`src/rtl/uctl_mem_rd_seq.sv`:
```
// Burst read sequencer for the banked packet memory.
// Splits one burst command into single-word requests toward the bank-select
// stage, buffers returned words in a show-ahead FIFO, and streams them out in
// request order. Reads in flight plus buffered words never exceed FIFO_DEPTH,
// so the FIFO cannot overflow.
//
// Handshakes:
//   request side - uctl_req/uctl_addr are held stable until uctl_rdAck; a
//     request transfers in the cycle where uctl_req=1 and uctl_rdAck=1.
//     uctl_dValid returns one word per earlier accepted request, in order.
//   output side  - uctl_outValid/uctl_outData are stable until accepted; a
//     word transfers in the cycle where uctl_outValid=1 and uctl_outReady=1.
module uctl_mem_rd_seq #(
    parameter int ADDR_WIDTH = 32,
    parameter int DATA_WIDTH = 32,
    parameter int LEN_WIDTH  = 12,
    parameter int FIFO_DEPTH = 4
) (
    input  logic                  uctl_clk,
    input  logic                  uctl_rst,
    input  logic                  uctl_start,
    input  logic [ADDR_WIDTH-1:0] uctl_startAddr,
    input  logic [LEN_WIDTH-1:0]  uctl_wordCnt,
    output logic                  uctl_busy,
    output logic                  uctl_done,
    output logic                  uctl_seqErr,
    output logic                  uctl_req,
    output logic [ADDR_WIDTH-1:0] uctl_addr,
    input  logic                  uctl_rdAck,
    input  logic                  uctl_dValid,
    input  logic [DATA_WIDTH-1:0] uctl_rdData,
    output logic [DATA_WIDTH-1:0] uctl_outData,
    output logic                  uctl_outValid,
    input  logic                  uctl_outReady,
    output logic [1:0]            uctl_dbgState
);

    localparam int PW = $clog2(FIFO_DEPTH);
    localparam int CW = PW + 1;

    localparam logic [1:0] S_IDLE  = 2'd0;
    localparam logic [1:0] S_REQ   = 2'd1;
    localparam logic [1:0] S_DRAIN = 2'd2;
    localparam logic [1:0] S_DONE  = 2'd3;

    logic [1:0]            state, state_n;
    logic [LEN_WIDTH-1:0]  req_left, req_left_n;
    logic [LEN_WIDTH-1:0]  rcv_left, rcv_left_n;
    logic [CW-1:0]         inflight, inflight_n;
    logic [CW-1:0]         occ, occ_n;
    logic [CW:0]           credit_sum;
    logic [PW-1:0]         wr_ptr, rd_ptr;
    logic [DATA_WIDTH-1:0] mem [FIFO_DEPTH];
    logic                  seq_err;
    logic                  accept, req_acc, push, pop, err_now, req_n;

    // Low address bits are don't-care: requests are always word aligned.
    logic unused_addr_bits;
    assign unused_addr_bits = &{1'b0, uctl_startAddr[1:0]};

    // Next-state values for the counters, FSM and request line.
    always_comb begin
        accept     = (state == S_IDLE) && uctl_start;
        req_acc    = uctl_req && uctl_rdAck;
        // A return is legal if a read is outstanding, including one acked now.
        push       = uctl_dValid && ((inflight != '0) || req_acc);
        pop        = (occ != '0) && uctl_outReady;
        err_now    = (uctl_dValid && !push) || (uctl_rdAck && !uctl_req);
        inflight_n = inflight + CW'(req_acc) - CW'(push);
        occ_n      = occ + CW'(push) - CW'(pop);
        req_left_n = accept ? uctl_wordCnt : req_left - LEN_WIDTH'(req_acc);
        rcv_left_n = accept ? uctl_wordCnt : rcv_left - LEN_WIDTH'(push);
        credit_sum = {1'b0, inflight_n} + {1'b0, occ_n};

        state_n = state;
        case (state)
            S_IDLE:  if (accept) state_n = (uctl_wordCnt == '0) ? S_DONE : S_REQ;
            S_REQ:   if (req_left_n == '0) state_n = S_DRAIN;
            S_DRAIN: if ((rcv_left_n == '0) && (inflight_n == '0) && (occ_n == '0))
                         state_n = S_DONE;
            default: state_n = S_IDLE;
        endcase

        // Once raised, req stays up until acked: without an ack the credit
        // sum can only fall, so this term cannot drop it early.
        req_n = (state_n == S_REQ) && (req_left_n != '0) &&
                (credit_sum < (CW+1)'(FIFO_DEPTH));
    end

    // Control state, counters, request address and sticky error flag.
    always_ff @(posedge uctl_clk or posedge uctl_rst) begin
        if (uctl_rst) begin
            state    <= S_IDLE;
            uctl_req <= 1'b0;
            uctl_addr <= '0;
            req_left <= '0;
            rcv_left <= '0;
            inflight <= '0;
            occ      <= '0;
            wr_ptr   <= '0;
            rd_ptr   <= '0;
            seq_err  <= 1'b0;
        end else begin
            state    <= state_n;
            uctl_req <= req_n;
            req_left <= req_left_n;
            rcv_left <= rcv_left_n;
            inflight <= inflight_n;
            occ      <= occ_n;
            if (accept)
                uctl_addr <= {uctl_startAddr[ADDR_WIDTH-1:2], 2'b00};
            else if (req_acc)
                uctl_addr <= uctl_addr + ADDR_WIDTH'(4);
            if (push) wr_ptr <= wr_ptr + PW'(1);
            if (pop)  rd_ptr <= rd_ptr + PW'(1);
            seq_err <= (accept ? 1'b0 : seq_err) | err_now;
        end
    end

    // FIFO storage; contents are only visible while occupancy is non-zero.
    always_ff @(posedge uctl_clk) begin
        if (push) mem[wr_ptr] <= uctl_rdData;
    end

    assign uctl_outValid = (occ != '0);
    assign uctl_outData  = uctl_outValid ? mem[rd_ptr] : '0;
    assign uctl_busy     = (state == S_REQ) || (state == S_DRAIN);
    assign uctl_done     = (state == S_DONE);
    assign uctl_seqErr   = seq_err;
    assign uctl_dbgState = state;

endmodule

```
`config.mk`:
```
export PLATFORM = sky130hd
export DESIGN_NAME = uctl_mem_rd_seq
export DESIGN_NICKNAME = d
export VERILOG_FILES = /design/src/rtl/uctl_mem_rd_seq.sv
export SDC_FILE = /design/constraint.sdc
export NUM_CORES = 1
export LEC_CHECK = 0
export BUFFER_PORTS_ARGS = -buffer_cell sky130_fd_sc_hd__buf_4
export CELL_PAD_IN_SITES_DETAIL_PLACEMENT = 2
export CELL_PAD_IN_SITES_GLOBAL_PLACEMENT = 2
export CORE_AREA = 2 2 148 150
export CTS_CLUSTER_SIZE = 12
export DETAILED_ROUTE_END_ITERATION = 6
export DIE_AREA = 0 0 150 152
export MAX_ROUTING_LAYER = met4
export PLACE_DENSITY_LB_ADDON = 0.3
export SETUP_SLACK_MARGIN = 0.3
export SYNTH_ARGS = -nofsm -noshare
export SYNTH_HDL_FRONTEND = slang
export SYNTH_SLANG_ARGS = --single-unit
```
`constraint.sdc`:
```
create_clock -name uctl_clk -period 9.5 [get_ports uctl_clk]
set_input_delay 0.95 -clock uctl_clk [delete_from_list [all_inputs] [get_ports uctl_clk]]
set_output_delay 0.95 -clock uctl_clk [all_outputs]
set_load 0.02 [all_outputs]
```
## After elaboration in Yosys (flattened, before gate mapping)

Memory sizes are Yosys's and may differ from the RTL's.
Index checks and enable logic that the tools add are counted.

- Flip-flop bits (word level): 70
- Memory bits (writable): 128
- Output and inout bits: 71
- Word-level logic and storage cells: 65
- Memories kept: 1

Memories:

| name | depth | width | rd ports | clocked after Yosys merged registers in | wr ports | RTL line | source |
|---|---|---|---|---|---|---|---|
| mem | 4 | 32 | 1 | 0 | 1 | 53 | `logic [DATA_WIDTH-1:0] mem [FIFO_DEPTH];` |

- $add $sub $neg: 10
- $lt $le $gt $ge: 1
- Equality and inequality tests: 4
- Mux-type cells: 13
- Bitwise logic cells: 1
- Reduce and logical (&&, ||, !) cells: 25

Operators with widths:

| kind | number |
|---|---|
| $mux 32 | 3 |
| $logic_not 12->1 | 3 |
| $add 32x3->32 const B | 1 |
| $mux 12 | 2 |
| $sub 12x1->12 | 2 |
| $reduce_bool 12->1 | 1 |
| $logic_and 1x1->1 | 10 |
| $mux 2 | 4 |
| $add 3x1->3 | 2 |
| $logic_not 3->1 | 2 |
| $pmux 2 s3 | 1 |
| $reduce_bool 3->1 | 2 |
| $sub 3x1->3 | 2 |
| $add 2x1->2 const B | 2 |
| $add 3x3->4 | 1 |
| $eq 2x1->1 const B | 2 |
| $eq 2x2->1 const B | 2 |
| $lt 4x3->1 const B | 1 |
| $logic_or 1x1->1 | 3 |
| $mux 1 | 3 |
| $logic_not 1->1 | 2 |
| $logic_not 2->1 | 1 |
| $reduce_bool 2->1 | 1 |
| $or 1x1->1 | 1 |

## Longest topological paths before layout

- Depth after elaboration: 13
- Gate-level depth with buffers: 15
- Gate-level depth less buffers: 15

## Worst setup path before layout

No wires, ideal clock.

- Path kind: input to register
- From: in uctl_rdAck
- To: reg uctl_req
- Library setup time: 0.082 ns
- Arrival: 3.640 ns
- Setup slack: 5.778 ns
- Stages on the path: 15
- Buffers on the path: 0
- Path through: nand2_1 -> a21boi_1 -> inv_1 -> ha_1 -> inv_1 -> ha_1 -> fa_1 -> xnor2_1 -> xnor2_1 -> ha_1 -> nor4_1 -> nand2_1 -> a211oi_1 -> o31ai_1 -> a31oi_1

RTL lines:

| element | RTL line | source |
|---|---|---|
| from (decl) | 29 | `input logic uctl_rdAck,` |
| $logic_and 1x1->1 (*) | 64 | `req_acc = uctl_req && uctl_rdAck;` |
| $logic_or 1x1->1 (*) | 66 | `push = uctl_dValid && ((inflight != '0) \|\| req_acc);` |
| $logic_and 1x1->1 (*) | 66 |  |
| via push | 55 | `logic accept, req_acc, push, pop, err_now, req_n;` |
| $add 3x1->3 (*) | 70 | `occ_n = occ + CW'(push) - CW'(pop);` |
| $sub 3x1->3 (*) | 70 |  |
| via occ_n[2] | 50 | `logic [CW-1:0] occ, occ_n;` |
| branches (longest 6 deep; another with $add 3x3->4) | - |  |
| $logic_and 1x1->1 (*) | 86 | `req_n = (state_n == S_REQ) && (req_left_n != '0) &&` |
| via req_n | 55 |  |
| to (signal assigned) | 105 | `uctl_req <= req_n;` |
| to (decl) | 27 | `output logic uctl_req,` |

Mark *: on every way through the listed nets, which the timed path passes.
A chain may end at the register's enable or synchronous reset.

## Worst setup path in the final report

- From: reg occ[1]
- To: reg uctl_req

- Word-level cells in the longest chain between the ends: 10

Ends and longest elaborated chain:

| element | RTL line | source |
|---|---|---|
| from (decl) | 50 |  |
| from (signal assigned) | 109 | `occ <= occ_n;` |
| $reduce_bool 3->1 (*) | 67 | `pop = (occ != '0) && uctl_outReady;` |
| $logic_and 1x1->1 (*) | 67 |  |
| via pop | 55 |  |
| $sub 3x1->3 (*) | 70 |  |
| via occ_n[2] | 50 |  |
| branches (longest 6 deep; another with $add 3x3->4) | - |  |
| $logic_and 1x1->1 (*) | 86 |  |
| via req_n | 55 |  |

Marks and branches as above.

==> results.py <==
metrics = {
    "setup_path": {
        "worst_ep_required_time_ns": 9.84,
        "startpoint_type": "register",
        "reg2reg_to": "uctl_req",
        "crit_arrival_ns": 4.69,
        "critical_path.endpoint": "uctl_req",
        "critPathMaxFanout": 34,
        "cp-startpoint": "occ[1]",
        "worst_r2r_path_depth": 14,
        "r2r_start": "occ[1]",
        "r2r_slack_ns": 5.15,
        "cp-end-kind": "register",
        "critical_path_class": "register to register",
    },
    "drt": {
        "vias": 5875,
        "drt-total-wl_um": 24300,
        "drt_iter0_markers": 318,
        "drc": 0,
        "wl_per_cell_um": 22.5,
        "drt_pass1_iterations": 4,
        "viasPerCell": 5.45,
        "ant_nets": 0,
    },
    "power": {
        "vdd_drop_max_uv": 157,
        "powerDensity_nw_per_um2": 334,
        "power.leakage_nw": 4.03,
    },
    "finish": {
        "nNetsFinal": 887,
        "area_delta_synth_final_pct": 22.2,
        "drive_gt1_share_pct": 28.9,
        "layout_common_cells": "152 x buf_4, 128 x edfxtp_1, 67 x dfrtp_1",
        "final_area_um2": 10800,
        "layout_commonest_cell": "buf_4",
        "fillers": 2053,
    },
    "timing": {
        "skew_ns": 0.0158,
        "min_period_ns": 4.35,
        "hold_violations": 0,
        "setup_viol": 0,
        "finalCritPeriodShare_pct": 45.8,
        "worst_pin_slew_ns": 1.15,
        "slew_violations": 0,
        "rsz0062_at_grt": "no",
        "max_clock_freq_ghz": 0.230,
        "maxSlewHeadroom_pct": 23.5,
        "setup_tns_ns": 0,
    },
    "clock_network": {
        "htreeDepth": 4,
        "clock-sinks": 196,
        "cts.root.buffer_cell": "clkbuf_16",
        "ctsHoldBuffers": 0,
        "cts_tree": "done",
        "cts_max_path_buffers": 2,
        "cts.repair.resized": 0,
        "clock_latency_ns": 0.44,
        "numCtsBuffers": 17,
        "clkTransAtPathRegs_ns": 0.07,
        "post_cts_buffers": 0,
    },
    "job": {
        "drv_cap": 0,
    },
    "hold_path": {
        "min_path_type": "register to register",
    },
    "placement": {
        "dpl_cell_area_um2": 10200,
        "gp_congestion": 0.809,
        "dp_hpwl_um": 16900,
        "port-buffer-count": 148,
    },
    "logic_synthesis": {
        "netlist_instances": 643,
        "syn_area_um2": 8820,
        "synth-main-ff-cell": "edfxtp_1",
        "synthArstFlopShare_pct": 34.7,
        "synth_top_area_share_pct": 43.6,
        "postSynthAreaPerCell_um2": 13.7,
        "yosysUniqueCellTypes": 56,
        "synth.top_cells.by_area": "edfxtp_1 44%, dfrtp_1 19%, mux4_2 8.2%",
        "synth_edf_count": 128,
        "yosys.area.top_type": "edfxtp_1",
        "synth-seq-area-share_pct": 62.8,
        "synth_seq_cells": 196,
        "yosysWarnings": 0,
    },
    "global_route": {
        "grt_pass1_wl_um": 38600,
        "antenna_found_initial": 2,
        "grt_pass1_vias": 6724,
        "grt-ovfl-total": 0,
        "grt_usage_pct": 22.8,
        "grt_max_degree": 69,
    },
    "run_status": {
        "status": "finished clean",
    },
    "die": {
        "fp.coreArea_um2": 21400,
        "die_area_um2": 22800,
        "initial_core_util_pct": 41.3,
        "core.rowCount": 54,
        "die_h_um": 152,
        "io_pins": 153,
        "die_x_um": 150,
    },
}
worst min-delay path by stage:
stage / end / from / cells past startpoint
6_report: uctl_seqErr / uctl_seqErr / 2
5_1_grt: uctl_seqErr / uctl_seqErr / 2
4_1_cts: uctl_seqErr / uctl_seqErr / 2
3_5_place_dp: uctl_seqErr / uctl_seqErr / 2
3_3_place_gp: uctl_seqErr / uctl_seqErr / 2
2_1_floorplan: occ[0] / occ[0] / 1
cell usage after synthesis (7+ instances only):
cell,number
mux4_2,32
nand4_1,7
or4_1,8
inv_1,27
and2_1,38
ha_1,20
xor2_1,14
o21ai_0,38
nor2_1,26
a31oi_1,14
clkbuf_1,20
nand3_1,16
nor3_1,11
dfrtp_1,68
nand2_1,53
edfxtp_1,128
nor4_1,11
xnor2_1,27
a21oi_1,8
state kept, by name (all words and copies together) (netlist names):
name,flops
wr_ptr,2
rd_ptr,2
req_left,12
uctl_dbgState,2
rcv_left,12
inflight,3
uctl_addr,30
uctl_req,1
uctl_seqErr,1
mem,128
occ,3
kinds of logic after synthesis:
family,count (synthesis),synth area share (%)
fa+ha+maj,22,3.29
flops,196,62.8
xor+xnor,41,4.07
simple gates,206,12.7
buf+inv,60,2.72
other cells,1,0.0425
mux,33,8.28
compound gates,84,6.01
through the flow:
step / util, % / cells / hold WS, ns / power [mW] / worst slack [ns]
detailed placement: 47.7 / 1044 / 0.493 / 2.92 / 4.92
global route: 50.5 / 1077 / 0.546 / 3.82 / 4.85
CTS: 50.5 / 1076 / 0.513 / 3.65 / 5.10
floorplan: - / 644 / 0.515 / 2.29 / 5.78
finish: 50.5 / 1077 / 0.510 / 3.60 / 5.15
global placement: 47.7 / 1044 / 0.474 / 2.80 / 5.17
where the power goes:
part           switching, mW  total (mW)  internal (mW)
clock                  0.358       0.710          0.353
sequential             0.212        1.39           1.18
combinational          0.842        1.50          0.656
routing by layer:
| metal | vias to the layer above | routed length (um) | GRT usage [%] | part of all wire (%) |
|---|---|---|---|---|
| li1 | 2671 | - | - | - |
| met1 | 3053 | 10300 | 28.2 | 43 |
| met2 | 130 | 12600 | 38.4 | 52 |
| met3 | 21 | 1100 | 4.86 | 4.5 |
| met4 | 0 | 272 | 5.30 | 1.1 |
| met5 | - | 0 | - | 0 |
cell type report:
| class | count | area (um^2) | area share (%) |
|---|---|---|---|
| inverter | 28 | 105 | 0.975 |
| timing repair buffer | 152 | 1140 | 10.6 |
| antenna | 1 | 2.50 | 0.0232 |
| clock inverter | 15 | 164 | 1.52 |
| sequential | 196 | 5550 | 51.4 |
| clock buffer | 17 | 425 | 3.95 |
| multi-input combinational | 388 | 3050 | 28.3 |
| tap | 280 | 350 | 3.25 |
worst max-delay path, stage by stage (launching register included):
cell and delay, ns:
dfrtp_1 0.38, or3_1 0.85, and2_1 0.42, ha_1 0.29, inv_1 0.05, ha_1 0.19, fa_1 0.40, xnor2_1 0.16
xnor2_1 0.34, ha_1 0.31, nor4_1 0.26, nand2_1 0.14, a211oi_1 0.19, o31ai_1 0.10, a31oi_1 0.18
No activity file was read; power rests on OpenSTA's default activity.
